`config.mk`:
```
export PLATFORM = sky130hd
export DESIGN_NAME = pxl_wb_initiator
export DESIGN_NICKNAME = d
export VERILOG_FILES = /design/src/rtl/pxl_wbm_pkg.sv /design/src/rtl/pxl_wbm_timer.sv /design/src/rtl/pxl_wb_initiator.sv
export SDC_FILE = /design/constraint.sdc
export NUM_CORES = 1
export LEC_CHECK = 0
export BUFFER_PORTS_ARGS = -buffer_cell sky130_fd_sc_hd__clkbuf_2
export CAP_MARGIN = 20
export CORE_AREA = 2 2 99 101
export DETAILED_ROUTE_END_ITERATION = 6
export DIE_AREA = 0 0 101 103
export PLACE_DENSITY = 0.78
export SETUP_SLACK_MARGIN = 0.02
export SLEW_MARGIN = 20
export SYNTH_ARGS = -nofsm -noshare
export SYNTH_HDL_FRONTEND = slang
export SYNTH_SLANG_ARGS = --single-unit
```
`constraint.sdc`:
```
create_clock -name wb_clk_i -period 2.03 [get_ports wb_clk_i]
set_input_delay 0.1015 -clock wb_clk_i [delete_from_list [all_inputs] [get_ports wb_clk_i]]
set_output_delay 0.1015 -clock wb_clk_i [all_outputs]
set_load 0.02 [all_outputs]
```
`src/rtl/pxl_wbm_pkg.sv`:
```
// Shared definitions for the pixel Wishbone initiator: FSM encoding, default
// target base nibble and timeout counter width.
package pxl_wbm_pkg;

   typedef enum logic [1:0] {
      IDLE = 2'd0,
      BUS  = 2'd1,
      RESP = 2'd2
   } wbm_state_t;

   localparam logic [3:0]  PXL_WBM_BASE_NIB = 4'h3;
   localparam int unsigned PXL_WBM_CNT_W    = 10;

   // Reads always fetch the whole word, so byte lanes only matter for writes.
   function automatic logic [3:0] wbm_bus_sel(input logic we, input logic [3:0] sel);
      return we ? sel : 4'hF;
   endfunction

endpackage

```
`src/rtl/pxl_wbm_timer.sv`:
```
// Bus-cycle timeout counter; o_expired is high during the i_max-th enabled
// cycle after a clear.
module pxl_wbm_timer
   import pxl_wbm_pkg::*;
(
   input  logic                     wb_clk_i,
   input  logic                     wb_rst_i,
   input  logic                     i_enable,
   input  logic                     i_clear,
   input  logic [PXL_WBM_CNT_W-1:0] i_max,
   output logic                     o_expired
);

   logic [PXL_WBM_CNT_W-1:0] r_count;

   assign o_expired = i_enable && (r_count == (i_max - {{(PXL_WBM_CNT_W-1){1'b0}}, 1'b1}));

   always_ff @(posedge wb_clk_i) begin
      if (wb_rst_i || i_clear) begin
         r_count <= '0;
      end else if (i_enable && !o_expired) begin
         r_count <= r_count + 1'b1;
      end
   end

endmodule

```
`src/rtl/pxl_wb_initiator.sv`:
```
// Single-command Wishbone classic initiator with address filtering.
// Define PXL_WBM_TIMEOUT_EN to abort bus cycles that see no ack in TIMEOUT_CYCLES.
module pxl_wb_initiator
   import pxl_wbm_pkg::*;
#(
   parameter int unsigned TIMEOUT_CYCLES = 255,
   parameter logic [3:0]  USER_BASE_NIB  = PXL_WBM_BASE_NIB
)(
   input  logic        wb_clk_i,
   input  logic        wb_rst_i,
   input  logic        cmd_valid_i,
   output logic        cmd_ready_o,
   input  logic        cmd_we_i,
   input  logic [3:0]  cmd_sel_i,
   input  logic [31:0] cmd_adr_i,
   input  logic [31:0] cmd_dat_i,
   output logic        rsp_valid_o,
   output logic        rsp_err_o,
   output logic [31:0] rsp_dat_o,
   output logic        wbm_cyc_o,
   output logic        wbm_stb_o,
   output logic        wbm_we_o,
   output logic [3:0]  wbm_sel_o,
   output logic [31:0] wbm_adr_o,
   output logic [31:0] wbm_dat_o,
   input  logic        wbm_ack_i,
   input  logic [31:0] wbm_dat_i
);

   wbm_state_t  r_state,      w_state_next;
   logic        r_cmd_ready,  w_cmd_ready_next;
   logic        r_cyc,        w_cyc_next;
   logic        r_stb,        w_stb_next;
   logic        r_we,         w_we_next;
   logic [3:0]  r_sel,        w_sel_next;
   logic [31:0] r_adr,        w_adr_next;
   logic [31:0] r_dat,        w_dat_next;
   logic        r_rsp_valid,  w_rsp_valid_next;
   logic        r_rsp_err,    w_rsp_err_next;
   logic [31:0] r_rsp_dat,    w_rsp_dat_next;
   logic        w_timeout;

`ifdef PXL_WBM_TIMEOUT_EN
   localparam logic [PXL_WBM_CNT_W-1:0] TIMEOUT_MAX = PXL_WBM_CNT_W'(TIMEOUT_CYCLES);

   pxl_wbm_timer u_timer (
      .wb_clk_i  (wb_clk_i),
      .wb_rst_i  (wb_rst_i),
      .i_enable  (r_state == BUS),
      .i_clear   (r_state != BUS),
      .i_max     (TIMEOUT_MAX),
      .o_expired (w_timeout)
   );
`else
   assign w_timeout = 1'b0;
`endif

   always_comb begin
      w_state_next     = r_state;
      w_cyc_next       = r_cyc;
      w_stb_next       = r_stb;
      w_we_next        = r_we;
      w_sel_next       = r_sel;
      w_adr_next       = r_adr;
      w_dat_next       = r_dat;
      w_rsp_valid_next = 1'b0;
      w_rsp_err_next   = r_rsp_err;
      w_rsp_dat_next   = r_rsp_dat;

      case (r_state)
         IDLE: begin
            if (cmd_valid_i) begin
               if (cmd_adr_i[31:28] == USER_BASE_NIB) begin
                  w_state_next = BUS;
                  w_cyc_next   = 1'b1;
                  w_stb_next   = 1'b1;
                  w_we_next    = cmd_we_i;
                  w_sel_next   = wbm_bus_sel(cmd_we_i, cmd_sel_i);
                  w_adr_next   = cmd_adr_i;
                  w_dat_next   = cmd_dat_i;
               end else begin
                  w_state_next     = RESP;
                  w_rsp_valid_next = 1'b1;
                  w_rsp_err_next   = 1'b1;
                  w_rsp_dat_next   = '0;
               end
            end
         end
         BUS: begin
            // A late ack in the same cycle as the timeout still completes normally.
            if (wbm_ack_i) begin
               w_state_next     = RESP;
               w_cyc_next       = 1'b0;
               w_stb_next       = 1'b0;
               w_rsp_valid_next = 1'b1;
               w_rsp_err_next   = 1'b0;
               w_rsp_dat_next   = r_we ? 32'h0 : wbm_dat_i;
            end else if (w_timeout) begin
               w_state_next     = RESP;
               w_cyc_next       = 1'b0;
               w_stb_next       = 1'b0;
               w_rsp_valid_next = 1'b1;
               w_rsp_err_next   = 1'b1;
               w_rsp_dat_next   = '0;
            end
         end
         RESP: begin
            w_state_next   = IDLE;
            w_rsp_err_next = 1'b0;
         end
         default: begin
            w_state_next = IDLE;
            w_cyc_next   = 1'b0;
            w_stb_next   = 1'b0;
         end
      endcase

      w_cmd_ready_next = (w_state_next == IDLE);
   end

   always_ff @(posedge wb_clk_i) begin
      if (wb_rst_i) begin
         r_state     <= IDLE;
         r_cmd_ready <= 1'b1;
         r_cyc       <= 1'b0;
         r_stb       <= 1'b0;
         r_we        <= 1'b0;
         r_sel       <= '0;
         r_adr       <= '0;
         r_dat       <= '0;
         r_rsp_valid <= 1'b0;
         r_rsp_err   <= 1'b0;
         r_rsp_dat   <= '0;
      end else begin
         r_state     <= w_state_next;
         r_cmd_ready <= w_cmd_ready_next;
         r_cyc       <= w_cyc_next;
         r_stb       <= w_stb_next;
         r_we        <= w_we_next;
         r_sel       <= w_sel_next;
         r_adr       <= w_adr_next;
         r_dat       <= w_dat_next;
         r_rsp_valid <= w_rsp_valid_next;
         r_rsp_err   <= w_rsp_err_next;
         r_rsp_dat   <= w_rsp_dat_next;
      end
   end

   assign cmd_ready_o = r_cmd_ready;
   assign wbm_cyc_o   = r_cyc;
   assign wbm_stb_o   = r_stb;
   assign wbm_we_o    = r_we;
   assign wbm_sel_o   = r_sel;
   assign wbm_adr_o   = r_adr;
   assign wbm_dat_o   = r_dat;
   assign rsp_valid_o = r_rsp_valid;
   assign rsp_err_o   = r_rsp_err;
   assign rsp_dat_o   = r_rsp_dat;

endmodule
```
==> impl_metrics.xml <==
<?xml version="1.0" encoding="UTF-8"?>
<metrics>
  <group name="global_routing">
    <metric name="grtUsageMet3" unit="">0.0631</metric>
    <metric name="grt_max_degree" unit="">67</metric>
    <metric name="first_global_vias" unit="">4241</metric>
    <metric name="grt_pass1_wl" unit="um">19500</metric>
    <metric name="global_route.usage.total" unit="">0.235</metric>
    <metric name="use_met1" unit="">0.260</metric>
    <metric name="grt-busiest-layer" unit="">met2</metric>
    <metric name="grt-ovfl-total" unit="">0</metric>
    <metric name="grt_antenna_before_repair" unit="">0</metric>
    <metric name="use_met2" unit="">0.422</metric>
  </group>
  <group name="synth">
    <metric name="synth_edf_count" unit="">0</metric>
    <metric name="leading_post_synthesis_cells_by_cell_area" unit="">sky130_fd_sc_hd__dfxtp_1 52%, sky130_fd_sc_hd__nand2_1 14%, sky130_fd_sc_hd__a21oi_1 7.8%</metric>
    <metric name="mappedNetlistArea" unit="sq um">4110</metric>
    <metric name="primary_ff_master_synth" unit="">sky130_fd_sc_hd__dfxtp_1</metric>
    <metric name="async_set_or_reset_flop_fraction_in_the_synthesized_netlist" unit="">0</metric>
    <metric name="syn_avg_cell_area" unit="sq um">8.62</metric>
    <metric name="synthDominantCellAreaShare" unit="">0.522</metric>
    <metric name="sequential_to_total_area_share_from_yosys_stat" unit="">0.522</metric>
    <metric name="synth_fp_nets" unit="">585</metric>
    <metric name="synthMostInstantiatedCell" unit="">sky130_fd_sc_hd__nand2_1</metric>
    <metric name="synth-seq-cells" unit="">107</metric>
    <metric name="ys.warnings.count" unit="">0</metric>
    <metric name="synth.largest_area_cell" unit="">sky130_fd_sc_hd__dfxtp_1</metric>
    <metric name="synth.cells.most_frequent" unit="">156 x sky130_fd_sc_hd__nand2_1, 107 x sky130_fd_sc_hd__dfxtp_1, 64 x sky130_fd_sc_hd__a21oi_1</metric>
    <metric name="postSynthCellCount" unit="">476</metric>
    <metric name="yosysUniqueCellTypes" unit="">30</metric>
  </group>
  <group name="critical_path">
    <metric name="critPathRequiredTime" unit="ns">2.27</metric>
    <metric name="crit_arrival" unit="ns">2.05</metric>
    <metric name="crit_type" unit="">flip-flop to flip-flop</metric>
    <metric name="cp_max_fo" unit="">32</metric>
    <metric name="startpoint_type" unit="">flip-flop</metric>
    <metric name="worstSetupEndpointType" unit="">flip-flop</metric>
  </group>
  <group name="route">
    <metric name="wl_per_cell" unit="um">14.4</metric>
    <metric name="drc_errors" unit="">0</metric>
    <metric name="initial_drc_count" unit="">104</metric>
    <metric name="drtPass1Iterations" unit="">4</metric>
    <metric name="finalWirelength" unit="um">12700</metric>
    <metric name="route.vias.total" unit="">4307</metric>
    <metric name="final_antenna_net_count" unit="">0</metric>
    <metric name="vias_per_inst" unit="">4.88</metric>
  </group>
  <group name="placed_design">
    <metric name="global_placer_s_final_weighted_congestion" unit="">0.788</metric>
    <metric name="detailedPlacementHpwl" unit="um">7420</metric>
    <metric name="port-buffer-count" unit="">210</metric>
  </group>
  <group name="sta">
    <metric name="setup_repair_after_global_routing_missed_its_margin" unit="">false</metric>
    <metric name="final_hold_slack" unit="ns">0.0315</metric>
    <metric name="timing.final.crit_share" unit="">0.895</metric>
    <metric name="worst-slew-pin-transition" unit="ns">0.645</metric>
    <metric name="finalHoldViolations" unit="">0</metric>
    <metric name="slew_headroom" unit="">0.570</metric>
    <metric name="setup-tns-final" unit="ns">0</metric>
    <metric name="final-setup-viol-count" unit="">0</metric>
    <metric name="post-route-min-period" unit="ns">1.82</metric>
    <metric name="worst_clock_skew" unit="ns">0.00557</metric>
    <metric name="timing.fmax" unit="GHz">0.550</metric>
    <metric name="final_max_slew_violation_count" unit="">0</metric>
  </group>
  <group name="finish">
    <metric name="layout-drive-gt1-share" unit="">0.311</metric>
    <metric name="num_antenna_cells" unit="">0</metric>
    <metric name="syn2layout_area_growth" unit="%">54.2</metric>
    <metric name="final_nets" unit="">872</metric>
  </group>
  <group name="power">
    <metric name="irDropWorstVdd" unit="V">0.000484</metric>
    <metric name="power.static_leakage" unit="nW">2.82</metric>
    <metric name="power_per_cell_area" unit="nW/um^2">605</metric>
  </group>
  <group name="die">
    <metric name="die_w" unit="um">101</metric>
    <metric name="fp-row-count" unit="">36</metric>
    <metric name="fp.coreArea" unit="sq um">9460</metric>
    <metric name="floorplan.initialDensity" unit="">0.434</metric>
    <metric name="die_height" unit="um">103</metric>
    <metric name="io_pins" unit="">211</metric>
    <metric name="floorplan.die_area" unit="sq um">10400</metric>
  </group>
  <group name="min_path">
    <metric name="worstHoldPathType" unit="">input port to flip-flop</metric>
  </group>
  <group name="cts">
    <metric name="post-cts-setup-buffer-count" unit="">0</metric>
    <metric name="cts_tree" unit="">yes</metric>
    <metric name="clock_sink_count" unit="">107</metric>
    <metric name="worstSkewPairLatency" unit="ns">0.35</metric>
    <metric name="cts_max_level" unit="">3</metric>
    <metric name="numCtsBuffers" unit="">9</metric>
    <metric name="clock_tree.buffer_depth" unit="">2</metric>
    <metric name="clockRootBuffer" unit="">sky130_fd_sc_hd__clkbuf_8</metric>
    <metric name="clk_pin_slew_worst_paths" unit="ns">0.09</metric>
  </group>
  <group name="run">
    <metric name="cap_viol_max_count" unit="">0</metric>
  </group>
  <group name="status">
    <metric name="status" unit="">completed</metric>
  </group>
</metrics>
==> state kept, by name, indices dropped and copies added (netlist names) <==
name,flops
wbm_stb_o,1
rsp_err_o,1
r_state,2
rsp_dat_o,32
wbm_we_o,1
wbm_adr_o,32
cmd_ready_o,1
wbm_sel_o,4
wbm_dat_o,32
rsp_valid_o,1
==> logic make-up after synthesis <==
logic type | share of synthesized area
compound gates | 0.0954
fa+ha+maj | 0.0122
buf+inv | 0.0564
flops | 0.522
mux | 0.0808
simple gates | 0.233
==> placed cells by master (no fill, tap or decap), types with 4 or more instances in the layout <==
master / instances
sky130_fd_sc_hd__mux2i_1: 32
sky130_fd_sc_hd__nor2_1: 12
sky130_fd_sc_hd__dfxtp_1: 107
sky130_fd_sc_hd__clkbuf_2: 209
sky130_fd_sc_hd__nand2_1: 156
sky130_fd_sc_hd__nor3_1: 6
sky130_fd_sc_hd__clkbuf_8: 11
sky130_fd_sc_hd__buf_4: 4
sky130_fd_sc_hd__buf_12: 4
sky130_fd_sc_hd__inv_1: 4
sky130_fd_sc_hd__nand2b_1: 32
sky130_fd_sc_hd__dlygate4sd3_1: 95
sky130_fd_sc_hd__a21oi_1: 64
sky130_fd_sc_hd__nor3b_1: 6
==> power by group <==
group | switching [mW] | internal [mW] | total, mW
logic | 0.228 | 0.293 | 0.521
registers | 0.0154 | 2.12 | 2.14
clock network | 0.662 | 0.513 | 1.17
total | 0.905 | 2.93 | 3.83
==> worst max-delay path, cell delays in order (launching register included) <==
cell	delay (ns)
sky130_fd_sc_hd__dfxtp_1	0.45
sky130_fd_sc_hd__inv_1	0.09
sky130_fd_sc_hd__ha_1	0.25
sky130_fd_sc_hd__inv_2	0.12
sky130_fd_sc_hd__o22ai_2	0.13
sky130_fd_sc_hd__a211o_2	0.31
sky130_fd_sc_hd__buf_12	0.20
sky130_fd_sc_hd__mux2i_1	0.15
==> routing by layer <==
metal | share of wire | vias up
met5 | 0 | -
met4 | 0.029 | 0
met3 | 0.070 | 31
met2 | 0.50 | 178
met1 | 0.40 | 1989
li1 | - | 2109
==> final cells by class <==
cell class | count | area (sq um)
clock buffers | 14 | 163
clock inverters | 2 | 10.0
fillers | 718 | 3130
inverters | 5 | 18.8
multi-input cells | 328 | 1750
flip-flops and latches | 107 | 2140
well taps | 114 | 143
repair buffers | 312 | 2110
==> final timing paths <==
| path | to | slack, ns | start | cells past startpoint |
|---|---|---|---|---|
| max | rsp_dat_o[14] | 0.21 | r_state[1] | 7 |
| max reg2reg | rsp_dat_o[14] | 0.21 | r_state[1] | 7 |
| min reg2reg | wbm_adr_o[8] | 0.46 | wbm_adr_o[8] | 2 |
| min | wbm_sel_o[0] | 0.03 | cmd_sel_i[0] | 3 |
==> what timing repair did <==
| action | 4_1_cts | 5_1_grt |
|---|---|---|
| resized for setup | 0 | 1 |
| setup endpoints to repair | 0 | 7 |
| hold buffers | 95 | 0 |
| hold endpoints to repair | 95 | 0 |
==> through the flow <==
| stage | total power [mW] | area [sq um] | std cells | util | setup slack [ns] |
|---|---|---|---|---|---|
| floorplan | 2.40 | 4110 | 476 | - | 0.360 |
| global placement | 2.54 | 5200 | 771 | 0.550 | 0.309 |
| detailed placement | 2.55 | 5200 | 771 | 0.550 | 0.183 |
| CTS | 3.88 | 6330 | 882 | 0.669 | 0.186 |
| global route | 4.00 | 6330 | 882 | 0.669 | 0.0947 |
| finish | 3.83 | 6330 | 882 | 0.669 | 0.212 |
(Power assumes the default switching activity.)
